--- config.mk ---
export PLATFORM = sky130hd
export DESIGN_NAME = full_adder_8_bit
export DESIGN_NICKNAME = d
export VERILOG_FILES = /design/src/rtl/full_adder_8_bit.sv
export SDC_FILE = /design/constraint.sdc
export NUM_CORES = 1
export LEC_CHECK = 0
export BUFFER_PORTS_ARGS = -buffer_cell sky130_fd_sc_hd__buf_2
export CELL_PAD_IN_SITES_DETAIL_PLACEMENT = 1
export CELL_PAD_IN_SITES_GLOBAL_PLACEMENT = 1
export CORE_UTILIZATION = 33
export DETAILED_ROUTE_END_ITERATION = 12
export GPL_TIMING_DRIVEN = 0
export HOLD_SLACK_MARGIN = 0.06
export PLACE_DENSITY = 0.81
export SYNTH_ARGS = -nofsm -noshare
export SYNTH_HDL_FRONTEND = slang
export SYNTH_SLANG_ARGS = --single-unit
--- constraint.sdc ---
create_clock -name clk -period 0.92 [get_ports clk]
set_input_delay 0.046 -clock clk [delete_from_list [all_inputs] [get_ports clk]]
set_output_delay 0.046 -clock clk [all_outputs]
set_load 0.03 [all_outputs]
--- src/rtl/full_adder_8_bit.sv ---
// full_adder_8_bit: 8-bit unsigned ripple-carry adder with a registered result.
// Eight 1-bit full-adder cells are chained LSB to MSB with carry-in tied low.
// {cout,s} is captured on a rising clk edge whenever in_valid is high, and
// out_valid pulses for exactly that cycle.
// Optional: define FULL_ADDER_8_BIT_OVF_EN to add a registered signed-overflow
// flag on port ovf. The flag is the carry into bit 7 XOR the carry out of bit 7.
module full_adder_8_bit (
  input  logic       clk,
  input  logic       rst_n,
  input  logic [7:0] a,
  input  logic [7:0] b,
  input  logic       in_valid,
  output logic [7:0] s,
  output logic       cout,
  output logic       out_valid
`ifdef FULL_ADDER_8_BIT_OVF_EN
  ,
  output logic       ovf
`endif
);

  // carry[i] is the carry into cell i; carry[8] is the carry out of bit 7.
  logic [8:0] carry;
  logic [7:0] sum_comb;

  assign carry[0] = 1'b0;

  // Each cell computes sum = x^y^c and carry = x&y | c&(x^y).
  // All cell inputs are defined, so no X can enter the chain from inside.
  for (genvar i = 0; i < 8; i++) begin : g_cell
    logic prop;
    assign prop         = a[i] ^ b[i];
    assign sum_comb[i]  = prop ^ carry[i];
    assign carry[i + 1] = (a[i] & b[i]) | (carry[i] & prop);
  end

`ifdef FULL_ADDER_8_BIT_OVF_EN
  logic ovf_comb;
  assign ovf_comb = carry[7] ^ carry[8];
`endif

  // Result register: capture on an accepted input, otherwise hold.
  always_ff @(posedge clk or negedge rst_n) begin
    if (!rst_n) begin
      s    <= 8'h00;
      cout <= 1'b0;
    end else if (in_valid) begin
      s    <= sum_comb;
      cout <= carry[8];
    end
  end

  // out_valid marks the cycle after each accepted input.
  always_ff @(posedge clk or negedge rst_n) begin
    if (!rst_n) begin
      out_valid <= 1'b0;
    end else begin
      out_valid <= in_valid;
    end
  end

`ifdef FULL_ADDER_8_BIT_OVF_EN
  // The overflow flag is registered alongside s and follows the same hold rule.
  always_ff @(posedge clk or negedge rst_n) begin
    if (!rst_n) begin
      ovf <= 1'b0;
    end else if (in_valid) begin
      ovf <= ovf_comb;
    end
  end
`endif

endmodule

==> results of run 1 <==
layer usage:
metal  GRT usage, %  vias up
li1               -      180
met1           17.0      200
met2           26.3       23
met3           4.17        4
met4           11.3        0
met5              0        -
registers in the layout, summed over array words and instances, names as in the netlist:
signal and cells:
cout 1, out_valid 1, s 8
area by class of cell:
cell class | count | area (µm²) | area share, %
Multi-Input combinational cell | 17 | 300 | 36.3
Tap cell | 16 | 20.0 | 2.42
Inverter | 10 | 37.5 | 4.53
Clock buffer | 4 | 36.3 | 4.38
Timing Repair Buffer | 30 | 173 | 20.8
Sequential cell | 10 | 250 | 30.2
Buffer | 1 | 11.3 | 1.36
what timing repair did:
item                                    4_1_cts  5_1_grt
hold buffers                                  2        0
gates resized for setup                       2        0
pin swaps                                     0        0
setup buffers                                 0        0
endpoints found under the hold margin        11        0
endpoints found under the setup margin        7        7
layout by cell type (no fill, tap or decap), types with 2 or more instances in the layout:
cell type	Yosys	final
buf_2	0	26
dfrtp_1	10	10
inv_1	10	7
mux2_4	6	6
fa_2	0	6
inv_2	0	3
buf_6	1	3
mux2i_1	3	3
clkbuf_4	0	3
dlygate4sd3_1	0	2
cell usage after synthesis (all sizes together):
cell	n	share of area, %
buf	1	2.0
ha	1	2.2
fa	7	25
mux2i	3	5.3
mux2	6	16
inv	10	6.6
dfrtp	10	44
power by group:
| group | switching [mW] | leakage (nW) | internal (mW) |
|---|---|---|---|
| sequential | 0.0463 | 0.117 | 0.528 |
| combinational | 0.335 | 0.299 | 0.250 |
| clock | 0.153 | 0.0210 | 0.240 |
| total | 0.534 | 0.437 | 1.02 |
cell families (layout without fill, tap and decap cells):
| family | count (synthesis) | after routing |
|---|---|---|
| buffers and inverters | 11 | 45 |
| flip-flops | 10 | 10 |
| multiplexers | 9 | 9 |
| adder cells (fa/ha/maj) | 8 | 8 |
final timing paths:
kind,end,slack [ns]
max reg2reg,s[6],0.15
min,s[0],0.12
max,s[7],-1.78
min reg2reg,s[3],0.51
max in group asynchronous,s[1],0.56
min in group asynchronous,s[4],0.18
worst min-delay path, cell delays in order:
cell	delay, ns
buf_6	0.07
ha_4	0.11
mux2_4	0.12
==> results.cfg, run 1 <==
[flow_run]
drv_cap = 0

[placed_design]
dp_hpwl_um = 964
dp_slack_ns = -2.10
gp_congestion = 0.640
dp_cells = 82
dpl-instance-area_um2 = 759
portBuffers = 28

[timing]
fin_ws_ns = -1.78
finalClockSkew_ns = 0
min_period_over_period_pct = 293
relSlewSlack_pct = 85.2
max_slew.worst_pin.slew_ns = 0.223
final_hold_viol_count = 0
setup_viol = 7
final.min_clock_period_ns = 2.70
fmax_ghz = 0.371
whs_ns = 0.121
slew_viol_final = 0
setup-tns-final_ns = -7.76
rsz0062_at_grt = true

[layout]
layout-drive-gt1-share_pct = 68.1
final_area_um2 = 828
n_antenna_cell = 0
syn2layout_area_growth_pct = 44.9
fillers = 173
fin_cells = 88
postLayoutCoreUtil_pct = 53.1
nNetsFinal = 100

[logic_synthesis]
synthesis.nets = 65
ys_ff_latch = 10
synth_adder_area_share_pct = 26.7
syn_avg_cell_area_um2 = 15.0
yosysSeqAreaShare_pct = 43.8
synth_cells = 38
yosys.area_share.simple_pct = 0
synth_compound_area_share_pct = 0
synth_xor_area_share_pct = 0
synth_warnings = 0
synth_mux_area_share_pct = 21.0
synth_top_family_by_area = adder cells
yosysUniqueCellTypes = 7
netlist_area_um2 = 572

[setup_path]
critical_path_class = in2reg
arrival_ns = 2.89
cp-startpoint = a[0]
critical-path-top-delay-family = adder cells
crit_top_cell = fa_2
rr_worst_depth = 1
critPathMaxFanout = 1
r2r_start = s[6]
cp-end-kind = flip-flop
critical_path_required_ns = 1.11
cp-start-kind = input port
max_stage_delay_ns = 0.39
critPathSlowestCell = fa_1
worst-path-stages = 13
crit_chain = buf_6 > ha_4 > inv_2 > fa_2 > inv_2 > fa_2 > fa_2 > fa_2 > fa_2 > fa_2 > inv_2 > fa_1 > mux2i_1
path_buf_inv = 4

[global_route]
overflow = 0
grt_max_degree = 11
antenna_found_initial = 0
grt_pass1_wl_um = 2030
grt_pass1_vias = 488
track_usage_pct = 15.7

[power]
p_leak_nw = 0.437
power_mw = 1.55
powerDensity_nw_per_um2 = 1870
peakVddDrop_uv = 914

[clock_network]
h-tree-depth = 1
path_clk_slew_ns = 0.07
cts_made_buffers = 3
cts_buffer_depth = 2
cts_root_buf = clkbuf_4
clock-sinks = 10
cts_tree = done
insertion_delay_ns = 0.26

[routing]
via_per_inst = 4.63
postRouteAntennaNets = 0
maxUsedRoutingLayer = met4
wl_per_cell_um = 13.5
drt_iter0_drc = 3
wl_met3_um = 118
dr.pass1.iters = 7
drcViolationCount = 3
routed_wl_um = 1190
wl_met1_um = 430
dr_wl_met2_um = 603
vias = 407

[die]
rows = 14
pin_count = 29
core_area_um2 = 1560
start_util_pct = 36.7
die_y_um = 43.6
die_x_um = 43.6
die_area_um2 = 1900

[status]
violations = design-rule violations, negative setup slack
status = finished, violations left

[hold_path]
hp-class = in2reg
min_path_cells = 3
hold_path.startpoint = b[0]
(Power assumes the default switching activity.)
==> run 2, diff against run 1 <==
--- a/config.mk
+++ b/config.mk
@@ -5,7 +5,7 @@
 export SDC_FILE = /design/constraint.sdc
 export NUM_CORES = 1
 export LEC_CHECK = 0
-export BUFFER_PORTS_ARGS = -buffer_cell sky130_fd_sc_hd__buf_2
+export BUFFER_PORTS_ARGS = -buffer_cell sky130_fd_sc_hd__buf_4
 export CELL_PAD_IN_SITES_DETAIL_PLACEMENT = 1
 export CELL_PAD_IN_SITES_GLOBAL_PLACEMENT = 1
 export CORE_UTILIZATION = 33
==> run 2 against run 1 <==
The run still ends with design-rule violations, negative setup slack left; flip-flop and latch count stayed put; wire length down 0.84%; clock power is essentially flat; critical endpoint unchanged; largest cell class unchanged.
==> results.cfg, run 2 (synthesis gave the netlist of run 1 again) <==
[timing]
min_period_over_period_pct = 292
max_slew.worst_pin.slew_ns = 0.168
fmax_ghz = 0.372
slew_viol_final = 0
rsz0062_at_grt = true
fin_ws_ns = -1.77
relSlewSlack_pct = 88.5
final_hold_viol_count = 0
finalClockSkew_ns = 0
setup_viol = 7
final.min_clock_period_ns = 2.69

[layout]
layout-drive-gt1-share_pct = 68.1
n_antenna_cell = 0
nNetsFinal = 100
largest_register_ff_count = 8
postLayoutCoreUtil_pct = 57.5
layout_commonest_cell = buf_4
reg.largest.list = s (8), cout (1), out_valid (1)
syn2layout_area_growth_pct = 56.9
final_area_um2 = 897
mostFrequentLayoutCells = 26 x buf_4, 10 x dfrtp_1, 7 x inv_1
top_register = s

[global_route]
grt_max_degree = 11
overflow = 0
track_usage_pct = 15.9
grt_pass1_wl_um = 2130
grt_pass1_vias = 478
antenna_found_initial = 0

[routing]
drcViolationCount = 3
dr.pass1.iters = 8
wl_per_cell_um = 13.4
vias = 399
drt_iter0_drc = 4
postRouteAntennaNets = 0
routed_wl_um = 1180
via_per_inst = 4.53

[clock_network]
clock-sinks = 10
cts_root_buf = clkbuf_4
path_clk_slew_ns = 0.07
cts_buffer_depth = 2
cts_made_buffers = 3
insertion_delay_ns = 0.26
cts_tree = done
h-tree-depth = 1

[setup_path]
critPathMaxFanout = 1
cp-end-kind = flip-flop
critPathSlowestCell = fa_1
critical_path_required_ns = 1.11
max_stage_delay_ns = 0.41
critical_path_class = in2reg
arrival_ns = 2.88
crit_top_cell = fa_2
cp-start-kind = input port
crit_chain = buf_8 > ha_4 > inv_2 > fa_2 > inv_2 > fa_2 > fa_2 > fa_2 > fa_2 > fa_2 > inv_2 > fa_1 > mux2i_1

[power]
p_clk_share_pct = 24.4
switching_power_mw = 0.539
powerDensity_nw_per_um2 = 1810
seqPwrFrac_pct = 36.0
power_mw = 1.62
peakVddDrop_uv = 1110
p_leak_nw = 0.461
internal-power_mw = 1.08
pwr-share-comb_pct = 39.7
swShare_pct = 33.2

[die]
core_area_um2 = 1560
start_util_pct = 36.7
pin_count = 29
rows = 14
die_x_um = 43.6
die_area_um2 = 1900
die_y_um = 43.6

[placed_design]
dpl-instance-area_um2 = 830
portBuffers = 28
gp_congestion = 0.718
dp_hpwl_um = 999

[flow_run]
drv_cap = 0

[status]
violations = design-rule violations, negative setup slack
status = finished, violations left

[hold_path]
hp-class = in2reg
==> run 2: cell counts in the layout (fill, tap and decap cells not counted) <==
Identical to the previous run, type by type.
==> run 2: final cells by class <==
type	instances	area [µm²]
Multi-Input combinational cell	17	300
Tap cell	16	20.0
Sequential cell	10	250
Fill cell	162	662
Clock buffer	4	36.3
Timing Repair Buffer	30	241
Buffer	1	11.3
Inverter	10	37.5
==> run 2: critical path: cells and delay by family <==
family | cells | cell delay (ns)
adder cells (fa/ha/maj) | 8 | 2.44
buffers and inverters | 4 | 0.25
multiplexers | 1 | 0.14
==> run 2: metrics by stage <==
step                hold WS (ns)  cells  TNS (ns)  worst slack [ns]
floorplan                 -0.250     38     -8.48             -1.86
global placement          -0.121     82     -9.75             -2.05
detailed placement        -0.116     82    -10.05             -2.12
CTS                        0.107     88     -7.51             -1.78
global route               0.130     88     -7.95             -1.89
finish                     0.128     88     -7.51             -1.77
==> run 2: worst paths after layout <==
| check | start | end | slack (ns) | depth (start not counted) |
|---|---|---|---|---|
| max in group asynchronous | rst_n | s[6] | 0.64 | 2 |
| hold / removal | a[0] | s[0] | 0.13 | 3 |
| hold reg to reg | s[2] | s[2] | 0.52 | 1 |
| setup reg to reg | s[6] | s[6] | 0.14 | 1 |
| setup / recovery | a[0] | s[7] | -1.77 | 13 |
| min in group asynchronous | rst_n | out_valid | 0.14 | 2 |
==> run 2: power groups by stage <==
stage               clock (mW)  sequential (mW)  combinational (mW)
finish                   0.395            0.583               0.643
global placement             0            0.585               0.621
CTS                      0.413            0.586               0.654
detailed placement           0            0.591               0.647
global route             0.423            0.592               0.701
floorplan                    0            0.760               0.197
==> run 2: timing repair <==
| item | in CTS | in global routing |
|---|---|---|
| buffers inserted | 0 | 0 |
| pin swaps | 1 | 0 |
| hold endpoints to repair | 11 | 0 |
| gates resized for setup | 2 | 1 |
| setup endpoints to repair | 7 | 7 |
| hold buffers | 2 | 0 |
==> run 2: layer usage <==
layer / routed length, µm / global-route usage, % / part of all wire (%)
met4: 14 / 5.63 / 1.2
met5: 0 / 0 / 0
met3: 124 / 5.83 / 11
met1: 442 / 19.2 / 37
met2: 598 / 26.0 / 51
==> run 3, diff against run 2 <==
--- a/config.mk
+++ b/config.mk
@@ -10,7 +10,6 @@
 export CELL_PAD_IN_SITES_GLOBAL_PLACEMENT = 1
 export CORE_UTILIZATION = 33
 export DETAILED_ROUTE_END_ITERATION = 12
-export GPL_TIMING_DRIVEN = 0
 export HOLD_SLACK_MARGIN = 0.06
 export PLACE_DENSITY = 0.81
 export SYNTH_ARGS = -nofsm -noshare
==> run 3 against run 2 <==
The run still ends with design-rule violations, negative setup slack left; wire length rose by 2.5%; global-route usage grew 0.12 points; setup slack better by 0.011 ns.
==> results.cfg, run 3 (synthesis gave the netlist of run 1 again) <==
[layout]
mostFrequentLayoutCells = 25 x buf_4, 10 x dfrtp_1, 7 x inv_1
largest_register_ff_count = 8
fin_cells = 87
fillers = 171
reg.largest.list = s (8), cout (1), out_valid (1)
layout_commonest_cell = buf_4
layout-drive-gt1-share_pct = 67.6
postLayoutCoreUtil_pct = 56.8
final_area_um2 = 886
n_antenna_cell = 0
nNetsFinal = 99
top_register = s
syn2layout_area_growth_pct = 54.9

[timing]
relSlewSlack_pct = 88.3
rsz0062_at_grt = true
whs_ns = 0.110
final_hold_viol_count = 0
setup_viol = 7
finalClockSkew_ns = 0
setup-tns-final_ns = -7.51
fin_ws_ns = -1.76
min_period_over_period_pct = 291
final.min_clock_period_ns = 2.68
fmax_ghz = 0.374
slew_viol_final = 0
max_slew.worst_pin.slew_ns = 0.176

[flow_run]
drv_cap = 0

[power]
powerDensity_nw_per_um2 = 1840
peakVddDrop_uv = 713
p_leak_nw = 0.454
seqPwrFrac_pct = 35.9
internal-power_mw = 1.08
switching_power_mw = 0.543
pwr-share-comb_pct = 39.7
swShare_pct = 33.4
p_clk_share_pct = 24.4

[setup_path]
critPathSlowestCell = fa_1
cp-end-kind = flip-flop
critPathMaxFanout = 1
reg2reg_setup_slack_ns = 0.14
critical_path_required_ns = 1.11
r2r_start = s[6]
rr_worst_depth = 1
cp-start-kind = input port
crit_top_cell = fa_2
max_stage_delay_ns = 0.40
regToRegEndpoint = s[6]
crit_chain = buf_6 > ha_4 > inv_2 > fa_2 > inv_2 > fa_2 > fa_2 > fa_2 > fa_2 > fa_2 > inv_2 > fa_1 > mux2i_1
critical_path_class = in2reg
arrival_ns = 2.86

[routing]
vias = 397
via_per_inst = 4.56
dr.pass1.iters = 7
wl_per_cell_um = 13.9
drcViolationCount = 3
drt_iter0_drc = 7
postRouteAntennaNets = 0
routed_wl_um = 1210

[global_route]
grt_max_degree = 11
grt_pass1_wl_um = 2150
antenna_found_initial = 0
track_usage_pct = 16.0
overflow = 0
grt_pass1_vias = 492

[clock_network]
h-tree-depth = 1
insertion_delay_ns = 0.26
cts_buffer_depth = 2
cts_root_buf = clkbuf_4
cts_made_buffers = 3
cts_tree = done
postCtsSetupRepairBufs = 0
clock-sinks = 10
path_clk_slew_ns = 0.07

[die]
rows = 14
core_area_um2 = 1560
start_util_pct = 36.7
die_area_um2 = 1900
pin_count = 29
die_y_um = 43.6
die_x_um = 43.6

[hold_path]
min_path_cells = 2
whs_endpoint = cout
hp-class = in2reg
hold_path.startpoint = in_valid

[placed_design]
dp_cells = 81
dpl-instance-area_um2 = 818
gp_congestion = 0.703
portBuffers = 28

[status]
violations = design-rule violations, negative setup slack
status = finished, violations left
-- run 3: routing by layer --
layer  vias up  GRT usage [%]  share of wire [%]
met5         -              0                  0
met4         0           7.50                  0
met3         0           4.58                9.3
met2        21           25.1                 53
met1       197           20.4                 38
li1        179              -                  -
-- run 3: stage by stage --
step	power, mW	setup slack (ns)
after floorplan	0.957	-1.86
after global placement	1.20	-2.05
after detailed placement	1.23	-2.11
after CTS	1.65	-1.78
after global routing	1.73	-1.86
final	1.63	-1.76
-- run 3: cell type report --
class | instances | area, µm² | area share, %
Multi-Input combinational cell | 17 | 300 | 33.9
Tap cell | 16 | 20.0 | 2.26
Inverter | 10 | 37.5 | 4.24
Clock buffer | 4 | 36.3 | 4.10
Sequential cell | 10 | 250 | 28.2
Timing Repair Buffer | 30 | 241 | 27.3
-- run 3: power by group through the flow --
| stage | Clock [mW] | Sequential (mW) | Combinational [mW] |
|---|---|---|---|
| finish | 0.397 | 0.584 | 0.646 |
| global route | 0.442 | 0.595 | 0.697 |
| CTS | 0.415 | 0.583 | 0.654 |
| detailed placement | 0 | 0.587 | 0.643 |
| global placement | 0 | 0.586 | 0.618 |
| floorplan | 0 | 0.760 | 0.197 |
-- run 3: timing repair --
item,in CTS,in global routing
gates resized for setup,2,1
setup endpoints to repair,7,8
hold endpoints to repair,11,0
pin swaps,1,0
hold buffers,2,0
-- run 3: worst max path at each step --
stage / slack (ns) / cells after the start / end / from
after detailed placement: -2.11 / 13 / s[7] / a[0]
after CTS: -1.78 / 13 / s[7] / a[0]
final: -1.76 / 13 / s[7] / a[0]
after global routing: -1.86 / 13 / s[7] / a[0]
after floorplan: -1.86 / 12 / s[7] / a[0]
after global placement: -2.05 / 13 / s[7] / a[0]
-- run 3: critical path, delay by kind of cell --
| kind | cells | cell delay [ns] |
|---|---|---|
| adders and majority gates | 8 | 2.44 |
| buffers and inverters | 4 | 0.24 |
| muxes | 1 | 0.14 |
